==> config.mk <==
export PLATFORM = sky130hd
export DESIGN_NAME = fetch_stage
export DESIGN_NICKNAME = d
export VERILOG_FILES = /design/src/rtl/riscv_pkg.sv /design/src/rtl/fetch_queue.sv /design/src/rtl/fetch_stage.sv
export SDC_FILE = /design/constraint.sdc
export NUM_CORES = 1
export LEC_CHECK = 0
export BUFFER_PORTS_ARGS = -buffer_cell sky130_fd_sc_hd__buf_2
export CAP_MARGIN = 40
export CORE_MARGIN = 2
export CORE_UTILIZATION = 57
export CTS_BUF_LIST = sky130_fd_sc_hd__clkbuf_4 sky130_fd_sc_hd__clkbuf_8 sky130_fd_sc_hd__clkbuf_16
export DETAILED_ROUTE_END_ITERATION = 10
export GPL_TIMING_DRIVEN = 0
export PLACE_DENSITY = 0.85
export SYNTH_ARGS = -nofsm -noshare
export SYNTH_HDL_FRONTEND = slang
export SYNTH_HIERARCHICAL = 1
export SYNTH_SLANG_ARGS = --single-unit
==> constraint.sdc <==
create_clock -name clk -period 5.4 [get_ports clk]
set_clock_uncertainty 0.05 [all_clocks]
set_input_delay 0.54 -clock clk [delete_from_list [all_inputs] [get_ports clk]]
set_output_delay 0.54 -clock clk [all_outputs]
set_load 0.02 [all_outputs]
==> src/rtl/riscv_pkg.sv <==
// Shared RISC-V front-end definitions: NOP encoding, default reset PC,
// fetch FSM states and the instruction-queue entry payload.
package riscv_pkg;

  localparam int unsigned XLEN = 32;

  localparam logic [XLEN-1:0] RV_NOP           = 32'h0000_0013;
  localparam logic [XLEN-1:0] DEFAULT_RESET_PC = 32'h0000_0000;

  typedef enum logic [1:0] {
    BOOT  = 2'd0,
    RUN   = 2'd1,
    DRAIN = 2'd2
  } fetch_state_e;

  typedef struct packed {
    logic [XLEN-1:0] instr;
    logic [XLEN-1:0] pc;
  } fetch_entry_t;

endpackage

==> src/rtl/fetch_queue.sv <==
// In-order circular FIFO of fetched {instruction, pc} entries.
// Ports: push/push_data write the tail, pop retires the head (ignored when
// empty), flush empties the queue and wins over push/pop.
// count = occupancy, head = oldest entry, full = count == DEPTH.
module fetch_queue
  import riscv_pkg::*;
#(
  parameter int unsigned DEPTH = 2
) (
  input  logic                          clk,
  input  logic                          rst_n,
  input  logic                          push,
  input  fetch_entry_t                  push_data,
  input  logic                          pop,
  input  logic                          flush,
  output logic [$clog2(DEPTH):0]        count,
  output fetch_entry_t                  head,
  output logic                          full
);

  localparam int unsigned PTR_W = $clog2(DEPTH);
  localparam int unsigned CNT_W = PTR_W + 1;

  fetch_entry_t     mem_q [DEPTH];
  logic [PTR_W-1:0] wr_ptr_q, wr_ptr_d;
  logic [PTR_W-1:0] rd_ptr_q, rd_ptr_d;
  logic [CNT_W-1:0] count_q, count_d;
  logic             do_pop;

  // Pointer/count update; DEPTH is a power of two so pointers wrap naturally.
  always_comb begin
    wr_ptr_d = wr_ptr_q;
    rd_ptr_d = rd_ptr_q;
    count_d  = count_q;
    do_pop   = pop && (count_q != '0);
    if (flush) begin
      wr_ptr_d = '0;
      rd_ptr_d = '0;
      count_d  = '0;
    end else begin
      if (push)   wr_ptr_d = wr_ptr_q + PTR_W'(1);
      if (do_pop) rd_ptr_d = rd_ptr_q + PTR_W'(1);
      case ({push, do_pop})
        2'b10:   count_d = count_q + CNT_W'(1);
        2'b01:   count_d = count_q - CNT_W'(1);
        default: count_d = count_q;
      endcase
    end
  end

  always_ff @(posedge clk or negedge rst_n) begin
    if (!rst_n) begin
      wr_ptr_q <= '0;
      rd_ptr_q <= '0;
      count_q  <= '0;
    end else begin
      wr_ptr_q <= wr_ptr_d;
      rd_ptr_q <= rd_ptr_d;
      count_q  <= count_d;
    end
  end

  // Storage needs no reset: entries are only visible once counted.
  always_ff @(posedge clk) begin
    if (push && !flush) mem_q[wr_ptr_q] <= push_data;
  end

  // The issue credit rule guarantees a free slot for every response.
  always_ff @(posedge clk) begin
    if (rst_n) begin
      assert (!(push && !flush && full))
        else $error("fetch_queue overflow");
    end
  end

  assign count = count_q;
  assign head  = mem_q[rd_ptr_q];
  assign full  = (count_q == CNT_W'(DEPTH));

endmodule

==> src/rtl/fetch_stage.sv <==
// Instruction fetch stage: owns the PC, issues word requests to imem,
// buffers responses in fetch_queue and presents the head to decode.
// Ports: imem_req_* (registered request, held until accepted),
// imem_resp_* (in-order responses, no backpressure), redirect_* (flush and
// retarget from execute), id_* (queue head to decode, NOP when empty).
module fetch_stage
  import riscv_pkg::*;
#(
  parameter logic [XLEN-1:0] RESET_PC    = DEFAULT_RESET_PC,
  parameter int unsigned     QUEUE_DEPTH = 2
) (
  input  logic            clk,
  input  logic            rst_n,
  output logic            imem_req_valid,
  input  logic            imem_req_ready,
  output logic [XLEN-1:0] imem_req_addr,
  input  logic            imem_resp_valid,
  input  logic [XLEN-1:0] imem_resp_data,
  input  logic            redirect_valid,
  input  logic [XLEN-1:0] redirect_pc,
  output logic            id_valid,
  input  logic            id_ready,
  output logic [XLEN-1:0] id_instruction,
  output logic [XLEN-1:0] id_pc,
  output logic [XLEN-1:0] id_pc_plus4
);

  localparam int unsigned CNT_W = $clog2(QUEUE_DEPTH) + 1;
  localparam int unsigned SUM_W = CNT_W + 1;

  fetch_state_e     state_q, state_d;
  logic [XLEN-1:0]  fetch_pc_q, fetch_pc_d;
  logic [XLEN-1:0]  resp_pc_q, resp_pc_d;
  logic [XLEN-1:0]  req_addr_q, req_addr_d;
  logic             req_valid_q, req_valid_d;
  logic             pend_stale_q, pend_stale_d;
  logic [CNT_W-1:0] outstanding_q, outstanding_d;
  logic [CNT_W-1:0] stale_q, stale_d;

  logic [CNT_W-1:0] q_count, q_count_d;
  fetch_entry_t     q_head, q_push_data;
  logic             q_full, q_push, q_flush;
  logic             req_fire, id_pop, resp_drop;
  logic [XLEN-1:0]  redirect_base;
  logic             unused_ok;

  fetch_queue #(.DEPTH(QUEUE_DEPTH)) u_queue (
    .clk       (clk),
    .rst_n     (rst_n),
    .push      (q_push),
    .push_data (q_push_data),
    .pop       (id_pop),
    .flush     (q_flush),
    .count     (q_count),
    .head      (q_head),
    .full      (q_full)
  );

  // Next-state, request issue, response routing and redirect handling.
  always_comb begin
    state_d       = state_q;
    fetch_pc_d    = fetch_pc_q;
    resp_pc_d     = resp_pc_q;
    req_addr_d    = req_addr_q;
    req_valid_d   = req_valid_q;
    pend_stale_d  = pend_stale_q;
    stale_d       = stale_q;
    q_push        = 1'b0;
    q_flush       = 1'b0;
    resp_drop     = 1'b0;
    q_push_data   = '{instr: imem_resp_data, pc: resp_pc_q};
    req_fire      = req_valid_q && imem_req_ready;
    id_pop        = (q_count != '0) && id_ready;
    redirect_base = {redirect_pc[XLEN-1:2], 2'b00};

    outstanding_d = outstanding_q + CNT_W'(req_fire) - CNT_W'(imem_resp_valid);

    if (redirect_valid) begin
      // Everything still in flight after this cycle belongs to the old path;
      // a request still waiting for ready is tracked separately until it fires.
      q_flush      = 1'b1;
      fetch_pc_d   = redirect_base;
      resp_pc_d    = redirect_base;
      stale_d      = outstanding_d;
      pend_stale_d = req_valid_q && !imem_req_ready;
    end else begin
      resp_drop = imem_resp_valid && (stale_q != '0);
      if (imem_resp_valid && (stale_q == '0)) begin
        q_push    = 1'b1;
        resp_pc_d = resp_pc_q + 32'd4;
      end
      stale_d = stale_q - CNT_W'(resp_drop) + CNT_W'(req_fire && pend_stale_q);
      if (req_fire) pend_stale_d = 1'b0;
    end

    q_count_d = q_count;
    if (q_flush) begin
      q_count_d = '0;
    end else begin
      case ({q_push, id_pop})
        2'b10:   q_count_d = q_count + CNT_W'(1);
        2'b01:   q_count_d = q_count - CNT_W'(1);
        default: q_count_d = q_count;
      endcase
    end

    if (state_q == BOOT) begin
      state_d = RUN;
    end else if ((stale_d != '0) || pend_stale_d) begin
      state_d = DRAIN;
    end else begin
      state_d = RUN;
    end

    // A presented request is held until accepted; otherwise load the next one
    // if the queue will still have room for every fetch in flight.
    if (req_valid_q && !req_fire) begin
      req_valid_d = 1'b1;
    end else if ((state_d == RUN) &&
                 ((SUM_W'(q_count_d) + SUM_W'(outstanding_d)) < SUM_W'(QUEUE_DEPTH))) begin
      req_valid_d = 1'b1;
      req_addr_d  = fetch_pc_d;
      fetch_pc_d  = fetch_pc_d + 32'd4;
    end else begin
      req_valid_d = 1'b0;
    end
  end

  always_ff @(posedge clk or negedge rst_n) begin
    if (!rst_n) begin
      state_q       <= BOOT;
      fetch_pc_q    <= RESET_PC;
      resp_pc_q     <= RESET_PC;
      req_addr_q    <= RESET_PC;
      req_valid_q   <= 1'b0;
      pend_stale_q  <= 1'b0;
      outstanding_q <= '0;
      stale_q       <= '0;
    end else begin
      state_q       <= state_d;
      fetch_pc_q    <= fetch_pc_d;
      resp_pc_q     <= resp_pc_d;
      req_addr_q    <= req_addr_d;
      req_valid_q   <= req_valid_d;
      pend_stale_q  <= pend_stale_d;
      outstanding_q <= outstanding_d;
      stale_q       <= stale_d;
    end
  end

  assign imem_req_valid = req_valid_q;
  assign imem_req_addr  = req_addr_q;

  // Decode sees the head directly; when empty it sees a NOP at the next PC.
  assign id_valid       = (q_count != '0);
  assign id_instruction = id_valid ? q_head.instr : RV_NOP;
  assign id_pc          = id_valid ? q_head.pc : resp_pc_q;
  assign id_pc_plus4    = id_pc + 32'd4;

  assign unused_ok = ^{redirect_pc[1:0], q_full};

endmodule

==> reports/qor.txt, run 1 <==
core area - 0.0202 mm2
half-perimeter wire length after detailed placement - 20.5 mm
per-cell routed wire length - 18.8 um
largest net degree at the start of global routing - 55
proportion of synthesized chip area in sequential cells - 0.558
register clock-pin slew on the reported worst setup and hold paths - 0.06 ns
area delta synth->final - 19.8%
power per cell area - 400 mW/mm2
share of the synthesized area in compound gates (AO/OA/AOI/OAI) - 0.0555
sinks on the clock net - 234
fraction of layout cells with a size suffix above 1 - 0.293
worst path buffer plus inverter count - 5
antenna-violating nets left - 0
combinational share of power - 0.295
xor and xnor fraction of the mapped netlist area - 0.0687
worst slew pin tran - 1.03 ns
data arrival time at the worst-slack endpoint - 4.49 ns
synthesized-area fraction occupied by adder cells - 0.0103
Cell Area, Synth - 0.0116 mm2
type of element capturing the critical path - output port
largest incremental delay on the critical path - 0.53 ns
clock network latency to the later pin of the worst-skew pair - 0.52 ns
height of the chip - 147 um
Inserted Clock Buffers - 25
leakage power - 5.94 nW
total via count in the routed design - 8576
Die Area - 0.0216 mm2
Worst VDD drop - 0.409 mV
largest family of logic cells by synthesized area - simple AND/OR/NAND/NOR gates
EDFF count, synth - 128
Global Route Usage Sum - 0.254
number of nets in the final layout - 1286
Post CTS Setup Buffer Count - 0
Rel. slew slack - 0.312
post-synthesis cell count - 978
global-route wire length before repair - 44.0 mm
number of maximum-capacitance violations - 0
H-tree depth - 1
Worst Hold Class - in -> async
Placed Instance Area - 0.0131 mm2
portion of total power attributed to the clock network - 0.292
Port Buffers - 197
most instantiated flip-flop cell in the synthesis netlist - sky130_fd_sc_hd__edfxtp_1
initial core utilization - 0.578
maximum buffer depth of the clock tree - 3
Pre-Repair DR Iteration Count - 5
root buffer cell - sky130_fd_sc_hd__clkbuf_16
Die Width - 147 um
Iter 0 DRT Violations - 802
aggregate global routing overflow - 0
Switching Power - 0.00190 W
cts hold-fix bufs - 0
Yosys warning total - 6
Unique masters post-synth - 62
type of the worst setup path - reg -> out
critical path startpoint category - flip-flop
highest net fanout along the worst path - 16
Max Slew Vio Count - 0
PnR Total Power - 0.00557 W
final hold violation count - 0
Mean Syn Cell Area - 11.9 um2
share of the cycle needed by the critical path after routing - 0.941
number of rows created at floorplan - 52
net switching share of the total power - 0.341
register-to-register setup slack - 0.40 ns
final WL - 28.1 mm
final setup fails - 0
cell-by-cell trace of the critical path - buf_4 > nor2_4 > inv_1 > clkbuf_1 > nand2_1 > nand2_1 > ha_1 > inv_1 > a221oi_2 > nand4_2 > or4_4 > nor3_1 > xnor2_1 > buf_2
antenna diode count - 0
Seq pwr share - 0.413
unrepaired setup endpoints after global routing - false
post-route DRC violation count - 0
share of cell area taken by muxes after synthesis - 0.124
P_int - 0.00367 W
clock tree from TritonCTS - done
largest delay contributor family on the critical path - simple AND/OR/NAND/NOR gates
register bit count reported by yosys - 234
Critical Path Slowest Stage Cell - sky130_fd_sc_hd__or4_4
post-route cell area - 0.0140 mm2
number of antenna violations at the first check in global routing - 0
post-route minimum period - 5.08 ns
post-DR vias/cell - 5.74
upper clock frequency limit - 0.197 GHz
CP required - 4.81 ns
io pins - 200
weighted congestion reported at the end of routability-driven placement - 0.892
Async SR Flop Fraction - 0.453
area fraction in and, or, nand and nor cells after synthesis - 0.153
vias in the first global route - 8529
outcome - complete, no violations
==> what timing repair did <==
item                                    in CTS  in global routing
gates cloned                                 0                  0
gates resized for setup                      5                  3
endpoints found under the setup margin      66                 44
==> per-layer routing <==
layer  global-route usage  vias up  wire length, um
li1                     -     3933                -
met1                0.340     4126            11700
met2                0.424      445            13300
met3               0.0457       72             2340
met4               0.0894        0              751
met5                    0        -                0
==> Yosys cell counts, types with 4 or more instances <==
cell type,number,area share
sky130_fd_sc_hd__nand2_1,134,0.043
sky130_fd_sc_hd__edfxtp_1,128,0.33
sky130_fd_sc_hd__dfrtp_1,106,0.23
sky130_fd_sc_hd__o21ai_0,66,0.028
sky130_fd_sc_hd__xnor2_1,51,0.038
sky130_fd_sc_hd__mux2_4,50,0.064
sky130_fd_sc_hd__mux2i_1,43,0.037
sky130_fd_sc_hd__and2_1,37,0.020
sky130_fd_sc_hd__xor2_1,35,0.026
sky130_fd_sc_hd__nor2_1,33,0.011
sky130_fd_sc_hd__inv_1,32,0.010
sky130_fd_sc_hd__nand4_1,26,0.014
sky130_fd_sc_hd__nand3_1,25,0.011
sky130_fd_sc_hd__clkbuf_1,23,0.0074
sky130_fd_sc_hd__mux2_2,23,0.022
sky130_fd_sc_hd__nor3_1,18,0.0077
sky130_fd_sc_hd__nand2b_1,14,0.0075
sky130_fd_sc_hd__a21oi_1,12,0.0052
sky130_fd_sc_hd__nor2b_1,9,0.0048
sky130_fd_sc_hd__ha_1,8,0.0086
sky130_fd_sc_hd__buf_6,7,0.0068
sky130_fd_sc_hd__nand4b_1,7,0.0053
sky130_fd_sc_hd__o211ai_1,7,0.0045
sky130_fd_sc_hd__a31oi_1,6,0.0032
sky130_fd_sc_hd__buf_1,6,0.0019
sky130_fd_sc_hd__buf_2,6,0.0026
sky130_fd_sc_hd__nand3b_1,5,0.0032
sky130_fd_sc_hd__nor4_1,5,0.0027
sky130_fd_sc_hd__a22oi_1,4,0.0026
sky130_fd_sc_hd__nand4bb_1,4,0.0039
==> cells in the final DEF, fill, tap and decap left out, types with 4 or more instances in the layout <==
cell type,Yosys,layout
sky130_fd_sc_hd__mux2_2,23,23
sky130_fd_sc_hd__mux2i_1,43,43
sky130_fd_sc_hd__nor2_1,33,30
sky130_fd_sc_hd__nand4_1,26,26
sky130_fd_sc_hd__a21oi_1,12,12
sky130_fd_sc_hd__buf_6,7,7
sky130_fd_sc_hd__nand3b_1,5,5
sky130_fd_sc_hd__buf_2,6,205
sky130_fd_sc_hd__buf_4,3,4
sky130_fd_sc_hd__nand4b_1,7,7
sky130_fd_sc_hd__nor3_1,18,17
sky130_fd_sc_hd__nand4bb_1,4,4
sky130_fd_sc_hd__o211ai_1,7,7
sky130_fd_sc_hd__ha_1,8,8
sky130_fd_sc_hd__xor2_1,35,35
sky130_fd_sc_hd__clkbuf_4,0,8
sky130_fd_sc_hd__nor2b_1,9,9
sky130_fd_sc_hd__xnor2_1,51,51
sky130_fd_sc_hd__buf_16,0,5
sky130_fd_sc_hd__inv_1,32,32
sky130_fd_sc_hd__a31oi_1,6,6
sky130_fd_sc_hd__nand2b_1,14,14
sky130_fd_sc_hd__and2_1,37,37
sky130_fd_sc_hd__mux2_4,50,50
sky130_fd_sc_hd__clkbuf_1,23,19
sky130_fd_sc_hd__nor2_4,1,4
sky130_fd_sc_hd__a22oi_1,4,4
sky130_fd_sc_hd__dfrtp_1,106,106
sky130_fd_sc_hd__nand2_1,134,134
sky130_fd_sc_hd__conb_1,1,4
sky130_fd_sc_hd__o21ai_0,66,66
sky130_fd_sc_hd__edfxtp_1,128,128
sky130_fd_sc_hd__clkinv_2,0,9
sky130_fd_sc_hd__clkbuf_16,0,25
sky130_fd_sc_hd__nand3_1,25,25
==> through the flow <==
step                      hold slack (ns)  TNS, ns   util  instances  worst slack, ns
after floorplan                     0.194        0      -        981           0.0213
after global placement              0.415  -338.69  0.644       1448            -2.17
after detailed placement            0.412   -67.25  0.652       1455            -1.66
after CTS                          0.0412        0  0.691       1496           0.0352
after global routing               0.0666        0  0.692       1495           0.0666
final                              0.0272        0  0.692       1495            0.318
==> worst paths after layout <==
check / from / end / cells past startpoint
worst max-delay path: u_queue/count[0]$_DFFE_PN0P_ / id_pc_plus4[26] / 14
worst min-delay path: rst_n / imem_req_addr[27]$_DFFE_PN0P_ / 1
worst max register to register: u_queue/count[0]$_DFFE_PN0P_ / fetch_pc_q[20]$_DFF_PN0_ / 14
worst min register to register: imem_req_addr[29]$_DFFE_PN0P_ / imem_req_addr[29]$_DFFE_PN0P_ / 2
max in group asynchronous: rst_n / resp_pc_q[12]$_DFFE_PN0N_ / 2
min in group clk: imem_resp_data[17] / u_queue/mem_q[0][49]$_DFFE_PP_ / 1
==> flip-flops by register name (all words and copies together) (netlist names) <==
signal and flops:
u_queue/mem_q 128, fetch_pc_q 32, imem_req_addr 32, resp_pc_q 30, outstanding_q 2, stale_q 2
state_q 2, u_queue/count 2, imem_req_valid 1, pend_stale_q 1, u_queue/rd_ptr_q 1, u_queue/wr_ptr_q 1
==> power groups by stage <==
stage / registers [W] / clock network, W / logic [W]
floorplan: 0.00243 / 0 / 0.000946
global placement: 0.00232 / 0 / 0.00156
detailed placement: 0.00233 / 0 / 0.00162
CTS: 0.00230 / 0.00164 / 0.00164
global route: 0.00233 / 0.00172 / 0.00180
finish: 0.00230 / 0.00163 / 0.00164
==> layout make-up <==
type,count,area (um2)
inverter,32,120
multi-input combinational,670,4850
tap,270,338
timing repair buffer,204,1140
clock buffer,35,713
clock inverter,10,75.1
buffer,40,224
fill,1367,6220
sequential,234,6500
==> logic make-up after synthesis <==
kind of cell | Yosys count
AOI/OAI and AO/OA | 111
xor gates and xnor gates | 88
adders and majority gates | 9
buffers and inverters | 77
DFF | 234
muxes | 116
other | 1
and+or+nand+nor | 342
(Power assumes the default switching activity.)
==> inputs of run 2 (changes only) <==
--- a/config.mk
+++ b/config.mk
@@ -11,7 +11,7 @@
 export CORE_UTILIZATION = 57
 export CTS_BUF_LIST = sky130_fd_sc_hd__clkbuf_4 sky130_fd_sc_hd__clkbuf_8 sky130_fd_sc_hd__clkbuf_16
 export DETAILED_ROUTE_END_ITERATION = 10
-export GPL_TIMING_DRIVEN = 0
+export GPL_TIMING_DRIVEN = 1
 export PLACE_DENSITY = 0.85
 export SYNTH_ARGS = -nofsm -noshare
 export SYNTH_HDL_FRONTEND = slang
==> run 2 against run 1 <==
Against the previous run:
- clock power is 4% higher
- hold slack better by 0.14 ns
- die area stayed put
- first-iteration DRC count is 4.9% lower
- sequential power hardly changed
- core utilization is 1.1 points lower
- combinational power is 4% lower
- critical endpoint unchanged
- largest cell class unchanged
==> reports/qor.txt, run 2 (synthesis results as in run 1) <==
outcome - complete, no violations
share of the cycle needed by the critical path after routing - 0.896 (-0.0454)
number of maximum-capacitance violations - 0 (unchanged)
Port Buffers - 197 (unchanged)
highest net fanout along the worst path - 51 (+35)
power per cell area - 407 mW/mm2 (+2.0%)
Die Area - 0.0216 mm2 (unchanged)
cell-by-cell trace of the critical path - nor2_4 > inv_1 > buf_4 > nand2_1 > nand2_1 > ha_1 > inv_1 > a221oi_1 > buf_4 > nand4_2 > or4_4 > nor3_1 > xnor2_1 > buf_2
antenna-violating nets left - 0 (unchanged)
register clock-pin slew on the reported worst setup and hold paths - 0.06 ns (about the same)
Inserted Clock Buffers - 24 (-4.0%)
post-route minimum period - 4.84 ns (-0.245 ns)
fraction of layout cells with a size suffix above 1 - 0.287 (-0.00579)
type of the worst setup path - reg -> out
leakage power - 5.84 nW (-1.6%)
met1 Track Usage GR - 0.332 (-0.00729)
height of the chip - 147 um (unchanged)
worst-case reg-to-reg path depth - 12 (-2)
antenna diode count - 0 (unchanged)
Pre-Repair DR Iteration Count - 5 (unchanged)
number of flip-flops under the largest register name - 128 (unchanged)
root buffer cell - sky130_fd_sc_hd__clkbuf_16
most common cell after layout, fill and taps aside - sky130_fd_sc_hd__buf_2
Rel. slew slack - 0.409 (+0.0964)
Global Route Usage Sum - 0.241 (-0.0136)
critical path startpoint category - flip-flop
largest incremental delay on the critical path - 0.83 ns (+0.30 ns)
sinks on the clock net - 234 (unchanged)
io pins - 200 (unchanged)
aggregate global routing overflow - 0 (unchanged)
number of rows created at floorplan - 52 (unchanged)
core area - 0.0202 mm2 (unchanged)
initial core utilization - 0.578 (unchanged)
final WL - 26.8 mm (-4.7%)
data arrival time at the worst-slack endpoint - 4.25 ns (-0.24 ns)
aggregate negative setup slack - 0 ns (unchanged)
total via count in the routed design - 8262 (-3.7%)
CP required - 4.81 ns (about the same)
number of antenna violations at the first check in global routing - 0 (unchanged)
Post CTS Setup Buffer Count - 0 (unchanged)
smallest hold slack - 0.170 ns (+0.143 ns)
most frequent cells in the layout - 195 x sky130_fd_sc_hd__buf_2, 134 x sky130_fd_sc_hd__nand2_1, 128 x sky130_fd_sc_hd__edfxtp_1
clock network latency to the later pin of the worst-skew pair - 0.51 ns (about the same)
Setup WS post-layout - 0.563 ns (+0.245 ns)
area delta synth->final - 17.9%
Most flops, register - u_queue/mem_q
unrepaired setup endpoints after global routing - false
post-layout utilization of the core - 0.681 (-0.0110)
Max Slew Vio Count - 0 (unchanged)
worst slew pin tran - 0.885 ns (-0.142 ns)
final setup fails - 0 (unchanged)
clock tree from TritonCTS - done
largest net degree at the start of global routing - 75 (+36%)
Worst VDD drop - 0.341 mV (-17%)
upper clock frequency limit - 0.207 GHz (+5.1%)
post-DR vias/cell - 5.64 (-1.6%)
H-tree depth - 1 (unchanged)
half-perimeter wire length after detailed placement - 18.4 mm (-10%)
final hold violation count - 0 (unchanged)
per-cell routed wire length - 18.3 um (-2.7%)
Critical Path Slowest Stage Cell - sky130_fd_sc_hd__dfrtp_1
weighted congestion reported at the end of routability-driven placement - 0.845 (-5.3%)
post-route DRC violation count - 0 (unchanged)
type of element capturing the critical path - output port
Worst Hold Class - in -> reg
Worst Hold Depth - 1
number of nets in the final layout - 1255 (-2.4%)
met3 global-route usage - 0.0360 (-0.00963)
routing usage on met2 - 0.410 (-0.0146)
Die Width - 147 um (unchanged)
Iter 0 DRT Violations - 763 (-4.9%)
global-route wire length before repair - 41.9 mm (-4.7%)
vias in the first global route - 7881 (-7.6%)
most heavily used metal layer in global routing - met2
maximum buffer depth of the clock tree - 3 (unchanged)
PnR Total Power - 0.00559 W (+0.35%)
post-placement setup slack - 0.908 ns (+2.56 ns)
[run 2: cell count changes in the layout (fill, tap and decap cells not counted), sizes merged]
cell,before,now
clkbuf,55,37
bufinv,1,2
dlygate4sd3,0,1
buf,224,213
clkinv,9,4
clkinvlp,0,1
[run 2: path summary, 6_finish.rpt]
path,startpoint,slack [ns],endpoint
worst max-delay path,u_queue/count[1]$_DFFE_PN0P_,0.56,id_pc_plus4[26]
worst min register to register,imem_req_addr[23]$_DFFE_PN0P_,0.43,imem_req_addr[23]$_DFFE_PN0P_
min in group asynchronous,rst_n,0.53,resp_pc_q[27]$_DFFE_PN0N_
worst min-delay path,imem_resp_data[2],0.17,u_queue/mem_q[0][34]$_DFFE_PP_
worst max register to register,u_queue/count[1]$_DFFE_PN0P_,0.81,fetch_pc_q[27]$_DFF_PN0_
max in group asynchronous,rst_n,3.52,u_queue/rd_ptr_q$_DFFE_PN0P_
[run 2: repair_timing]
action | in CTS | in global routing
endpoints found under the setup margin | 0 | 0
gates resized for setup | 0 | 0
endpoints found under the hold margin | 7 | 0
hold buffers | 1 | 0
[run 2: final cells by class]
class                   count  area [um2]
flip-flops and latches    234        6500
clock inverters             7        85.1
clock buffers              37         747
inverters                  32         120
well taps                 270         338
multi-input cells         670        4820
repair buffers            214        1120
fillers                  1418        6440
[run 2: critical path: cells and delay by family (launching register included)]
| kind | cells | cell delay, ns |
|---|---|---|
| simple gates | 6 | 1.31 |
| buf+inv | 5 | 0.99 |
| flops | 1 | 0.83 |
| fa+ha+maj | 1 | 0.21 |
| compound gates | 1 | 0.21 |
| xor+xnor | 1 | 0.17 |
[run 2: metrics by stage]
stage	cells	instance area [um2]
CTS	1464	13700
finish	1464	13700
global route	1464	13700
global placement	1419	12900
detailed placement	1419	12900
floorplan	981	11700
[run 2: layer usage]
metal  wire, um  vias up
li1           -     3875
met1      11500     4005
met2      12900      342
met3       1860       40
met4        484        0
met5          0        -
[run 2: report_power, final]
group          internal, W  switching (W)
logic             0.000561        0.00102
clock network      0.00105       0.000653
registers          0.00214       0.000173
